### src/rtl/instr_sequencer.sv
// Fetch/decode/interrupt sequencer: owns the PC, fetches instructions and LDL literals,
// resolves NOP/RIT locally, issues everything else to execute, and takes vectored interrupts.
module instr_sequencer #(
  parameter int                DATA_W     = 16,
  parameter int                ADDR_W     = 16,
  parameter int                IRQ_N      = 4,
  parameter logic [ADDR_W-1:0] RESET_PC   = '0,
  parameter logic [ADDR_W-1:0] VEC_BASE   = 'h0010,
  parameter int                VEC_STRIDE = 2,
  parameter bit                INT_EN_RST = 1'b1
) (
  input  logic              clk,
  input  logic              rst_n,
  output logic              imem_req,
  output logic [ADDR_W-1:0] imem_addr,
  input  logic              imem_ack,
  input  logic [DATA_W-1:0] imem_data,
  output logic              ex_valid,
  input  logic              ex_ready,
  output logic [DATA_W-1:0] ex_instr,
  output logic [DATA_W-1:0] ex_literal,
  output logic [ADDR_W-1:0] ex_pc,
  input  logic              ex_done,
  input  logic              ex_branch,
  input  logic [ADDR_W-1:0] ex_target,
  input  logic              ex_illegal,
  input  logic [IRQ_N-1:0]  irq,
  input  logic [IRQ_N-1:0]  irq_mask,
  output logic [IRQ_N-1:0]  irq_ack,
  output logic              int_en,
  output logic              halted
);

  localparam int KW = (IRQ_N > 1) ? $clog2(IRQ_N) : 1;
  localparam logic [15:0] W_NOP = 16'hFFFF;
  localparam logic [15:0] W_RIT = 16'hFFF7;
  localparam logic [11:0] W_LDL = 12'hFF1;

  typedef enum logic [2:0] {
    ST_IDLE,
    ST_FETCH,
    ST_DECODE,
    ST_LIT,
    ST_ISSUE,
    ST_EXEC,
    ST_INT,
    ST_HALT
  } state_e;

  state_e            state_q, state_d;
  logic [ADDR_W-1:0] pc_q, pc_d;
  logic [ADDR_W-1:0] retaddr_q, retaddr_d;
  logic [ADDR_W-1:0] ex_pc_q, ex_pc_d;
  logic [DATA_W-1:0] ir_q, ir_d;
  logic [DATA_W-1:0] lit_q, lit_d;
  logic              int_en_q, int_en_d;
  logic [KW-1:0]     irq_k_q, irq_k_d;

  logic [IRQ_N-1:0]  pending;
  logic [KW-1:0]     pend_k;
  logic              take_irq;
  logic              boundary;
  logic [ADDR_W-1:0] npc;
  logic [ADDR_W-1:0] pc_inc;
  logic [ADDR_W-1:0] vec_addr;
  logic [15:0]       word;

  assign word     = ir_q[15:0];
  assign pc_inc   = pc_q + ADDR_W'(1);
  assign vec_addr = VEC_BASE + ADDR_W'(irq_k_q) * ADDR_W'(VEC_STRIDE);

  // Lowest-numbered unmasked request wins; the index is latched at the boundary.
  always_comb begin
    pending = irq & ~irq_mask;
    pend_k  = '0;
    for (int i = IRQ_N - 1; i >= 0; i--) begin
      if (pending[i]) pend_k = KW'(i);
    end
    take_irq = int_en_q && (pending != '0);
  end

  always_comb begin
    state_d   = state_q;
    pc_d      = pc_q;
    retaddr_d = retaddr_q;
    ex_pc_d   = ex_pc_q;
    ir_d      = ir_q;
    lit_d     = lit_q;
    int_en_d  = int_en_q;
    irq_k_d   = irq_k_q;
    boundary  = 1'b0;
    npc       = pc_q;

    case (state_q)
      ST_IDLE: state_d = ST_FETCH;

      ST_FETCH: begin
        if (imem_ack) begin
          ir_d    = imem_data;
          lit_d   = '0;
          ex_pc_d = pc_q;
          pc_d    = pc_inc;
          state_d = ST_DECODE;
        end
      end

      ST_DECODE: begin
        if (word == W_NOP) begin
          boundary = 1'b1;
        end else if (word == W_RIT) begin
          pc_d     = retaddr_q;
          int_en_d = 1'b1;
          state_d  = ST_IDLE;
        end else if (word[15:4] == W_LDL) begin
          state_d = ST_LIT;
        end else begin
          state_d = ST_ISSUE;
        end
      end

      ST_LIT: begin
        if (imem_ack) begin
          lit_d   = imem_data;
          pc_d    = pc_inc;
          state_d = ST_ISSUE;
        end
      end

      ST_ISSUE: begin
        if (ex_ready) state_d = ST_EXEC;
      end

      // An illegal opcode stops the machine even if a branch is reported alongside it.
      ST_EXEC: begin
        if (ex_done) begin
          if (ex_illegal) begin
            state_d = ST_HALT;
          end else begin
            boundary = 1'b1;
            if (ex_branch) npc = ex_target;
          end
        end
      end

      // pc already holds the resume address, committed at the boundary.
      ST_INT: begin
        retaddr_d = pc_q;
        int_en_d  = 1'b0;
        pc_d      = vec_addr;
        state_d   = ST_FETCH;
      end

      ST_HALT: state_d = ST_HALT;

      default: state_d = ST_IDLE;
    endcase

    if (boundary) begin
      pc_d    = npc;
      irq_k_d = pend_k;
      state_d = take_irq ? ST_INT : ST_FETCH;
    end
  end

  always_ff @(posedge clk or negedge rst_n) begin
    if (!rst_n) begin
      state_q   <= ST_IDLE;
      pc_q      <= RESET_PC;
      retaddr_q <= '0;
      ex_pc_q   <= '0;
      ir_q      <= '0;
      lit_q     <= '0;
      int_en_q  <= INT_EN_RST;
      irq_k_q   <= '0;
    end else begin
      state_q   <= state_d;
      pc_q      <= pc_d;
      retaddr_q <= retaddr_d;
      ex_pc_q   <= ex_pc_d;
      ir_q      <= ir_d;
      lit_q     <= lit_d;
      int_en_q  <= int_en_d;
      irq_k_q   <= irq_k_d;
    end
  end

  assign imem_req   = (state_q == ST_FETCH) || (state_q == ST_LIT);
  assign imem_addr  = pc_q;
  assign ex_valid   = (state_q == ST_ISSUE);
  assign ex_instr   = ir_q;
  assign ex_literal = lit_q;
  assign ex_pc      = ex_pc_q;
  assign irq_ack    = (state_q == ST_INT) ? (IRQ_N'(1) << irq_k_q) : '0;
  assign int_en     = int_en_q;
  assign halted     = (state_q == ST_HALT);

endmodule

### config.mk
export PLATFORM = sky130hd
export DESIGN_NAME = instr_sequencer
export DESIGN_NICKNAME = d
export VERILOG_FILES = /design/src/rtl/instr_sequencer.sv
export SDC_FILE = /design/constraint.sdc
export NUM_CORES = 1
export LEC_CHECK = 0
export ABC_AREA = 1
export CAP_MARGIN = 15
export CORE_ASPECT_RATIO = 0.5
export CORE_MARGIN = 5
export CORE_UTILIZATION = 40
export CTS_CLUSTER_DIAMETER = 120
export DETAILED_ROUTE_END_ITERATION = 6
export GPL_ROUTABILITY_DRIVEN = 0
export PLACE_DENSITY = 0.71
export SYNTH_ARGS = -nofsm -noshare
export SYNTH_HDL_FRONTEND = slang
export SYNTH_SLANG_ARGS = --single-unit
### constraint.sdc
create_clock -name clk -period 1.7 [get_ports clk]
set_clock_uncertainty 0.05 [all_clocks]
set_input_delay 0.255 -clock clk [delete_from_list [all_inputs] [get_ports clk]]
set_output_delay 0.255 -clock clk [all_outputs]
set_load 0.02 [all_outputs]
==> metrics.md <==
| Metric | Value |
|---|---|
| Netlist cell types | `34` |
| Iter 0 DRT Violations | `310` |
| Area contributors post-synth | `dfrtp_1 (48%), nand2_1 (18%), o21ai_0 (6.0%)` |
| Fin Setup TNS | `-0.590 ns` |
| Netlist Area Pre-Place | `4420 um2` |
| Io pins | `119` |
| Layout cells sized above 1 | `0.241` |
| CTS H-tree lvls | `3` |
| Most frequent cell after synthesis | `nand2_1` |
| Peak VDD IR | `0.690 mV` |
| Clock buffer count from CTS | `9` |
| Sequential Area | `2160 um2` |
| Post-synth top cells | `nand2_1 (208), dfrtp_1 (85), o21ai_0 (53)` |
| Vias | `4,587` |
| GRT Util Overall | `0.211` |
| Setup crit end kind | `flop` |
| CTS tree | `built` |
| Sequential area share after synthesis | `0.488` |
| First-pass GRT wire length | `22,500 um` |
| Top cell type by total area after synthesis | `dfrtp_1` |
| Yosys Warn Count | `0` |
| Slew Limit Fails | `0` |
| Slew margin rel. | `0.766` |
| Req. time, crit path | `1.88 ns` |
| CP Data Arrival Time | `1.93 ns` |
| Ant diodes | `0` |
| Final net count | `803` |
| Most used DFF post-synth | `dfrtp_1` |
| Post-route ant nets | `0` |
| Leakage | `3.47 nW` |
| Port Buf Inserts | `118` |
| Crit path kind | `reg2reg` |
| Vias/cell | `5.07` |
| Rows | `27` |
| CP max-delay cell | `dfrtp_2` |
| FF+latch count, synth | `86` |
| Final worst slack | `-0.0513 ns` |
| Avg WL per Cell | `15.5 um` |
| Root Driver | `clkbuf_16` |
| Worst path max stage delay | `0.44 ns` |
| PD cells | `1770 nW/um2` |
| Avg Cell Area, Syn | `7.77 um2` |
| Max-cap violation count | `0` |
| Final Util | `0.642` |
| Fin crit share | `1.03` |
| Min Tclk post-route | `1.75 ns` |
| Die Span X | `159 um` |
| Violated checks | `setup timing` |
| Largest net degree at the start of global routing | `35` |
| Critical Path Fanout Max | `13` |
| Outcome | `finished, violations left` |
| Pre-CTS WS | `-0.157 ns` |
| Worst slew pin tran | `0.350 ns` |
| GRT overflow | `0` |
| Detailed Routing Iterations Pass 1 | `5` |
| FILL cells | `882` |
| Die height | `84.3 um` |
| Post-synth ARST share | `1.00` |
| Area of the multi-input gates | `2240 um2` |
| Hold Slack | `0.269 ns` |
| Vias in the first global route | `4,503` |
| RSZ-0062 raised after global routing | `yes` |
| Antenna violations before repair | `0` |
| Final hold vios | `0` |
| Worst-path cell chain | `buf_6 -> nor2_4 -> clkinv_4 -> nor2_4 -> nand2_4 -> buf_12 -> mux2_4` |
| Clk sinks | `86` |
| Die area | `13,400 um2` |
| Post-synth top area share | `0.482` |
| Max Clk Rate | `571 MHz` |
| Net Count, Synth | `616` |
| Core Region | `10,900 um2` |
| DR DRC count | `0` |
| Longest Clk Path Bufs | `2` |
| Final Routed Wirelength | `14,000 um` |
| Design Power | `12.3 mW` |
| Area grow syn2layout | `58.2%` |
| Setup crit start kind | `flop` |
| Crit-path most repeated cell | `nor2_4` |
| Post-synthesis instance total | `568` |
| Clk_lat worst skew | `0.34 ns` |
| Hold Crit Class | `in2async` |
| DP HPWL | `9940 um` |
| Final setup fails | `22` |
| Worst-path clk slew | `0.06 ns` |
| Post-synth EDFFs | `0` |
| Starting Density | `0.406` |
==> area by class of cell <==
cell class | instances | area share
Tap cell | 145 | 0.0260
Inverter | 45 | 0.0263
Clock inverter | 3 | 0.00287
Timing Repair Buffer | 199 | 0.280
Multi-Input combinational cell | 414 | 0.321
Clock buffer | 13 | 0.0358
Sequential cell | 86 | 0.309
==> flip-flops by register name, summed over array words and instances (netlist names) <==
register / cells
retaddr_q: 16
irq_k_q: 2
state_q: 3
ex_literal: 16
imem_addr: 16
ex_pc: 16
int_en: 1
ex_instr: 16
==> report_power, final <==
group	switching (mW)	leakage [nW]	total (mW)	internal [mW]
Sequential	0.613	1.11	3.47	2.86
Clock	0.790	0.126	1.82	1.03
Combinational	3.77	2.24	7.04	3.27
==> layer usage <==
metal / global-route usage / up-vias / share of wire
met2: 0.346 / 168 / 0.47
met1: 0.289 / 2199 / 0.44
met4: 0.0402 / 0 / 0.013
met5: 0 / - / 0
li1: - / 2199 / -
met3: 0.0479 / 21 / 0.077
==> final timing paths <==
kind	startpoint	to	slack [ns]	depth (start not counted)
max	state_q[2]	ex_instr[6]	-0.05	7
min	rst_n	imem_addr[0]	0.27	2
max reg2reg	state_q[2]	ex_instr[6]	-0.05	7
min reg2reg	ex_pc[3]	ex_pc[3]	0.43	2
max in group asynchronous	rst_n	int_en	0.71	3
min in group clk	ex_pc[3]	ex_pc[3]	0.43	2
==> per-stage QoR <==
step                instance area (um2)  std cells
global route                       6990        905
finish                             6990        905
global placement                   6260        875
floorplan                          4420        568
detailed placement                 6260        875
CTS                                6660        898
==> timing repair <==
item,CTS,global route
buffers inserted,5,7
hold endpoints to repair,15,0
setup endpoints to repair,65,46
hold buffers,1,0
pin swaps,1,24
cloned,1,1
resized for setup,83,90
==> worst max-delay path: cells and delay by family (launching register included) <==
family	cells	cell delay, ns
flip-flops	1	0.44
buffers and inverters	3	0.43
AND/OR/NAND/NOR	3	0.42
multiplexers	1	0.30
==> cell families (layout without fill, tap and decap cells) <==
| family | count (synthesis) | in the layout | share of synthesized area |
|---|---|---|---|
| adders and majority gates | 1 | 1 | 0.00283 |
| muxes | 13 | 13 | 0.0417 |
| xor gates and xnor gates | 1 | 1 | 0.00198 |
| DFF | 86 | 86 | 0.488 |
| buffers and inverters | 68 | 260 | 0.0669 |
| and+or+nand+nor | 326 | 326 | 0.312 |
| AOI/OAI and AO/OA | 73 | 73 | 0.0867 |
==> cells in the final DEF, fill, tap and decap left out, drive strengths merged, types with 2 or more instances in the layout <==
cell           instances
nand4                  8
nor2                  43
clkinv                 2
o21ai                 63
clkinvlp               2
dlymetal6s2s           4
a21oi                  7
and2                   2
mux2                  13
buf                   86
nand2                211
dlygate4sd2           27
dfrtp                 85
clkbuf                15
nand3                 55
inv                   44
clkdlybuf4s50         79
or2                    5
(Power assumes the default switching activity.)
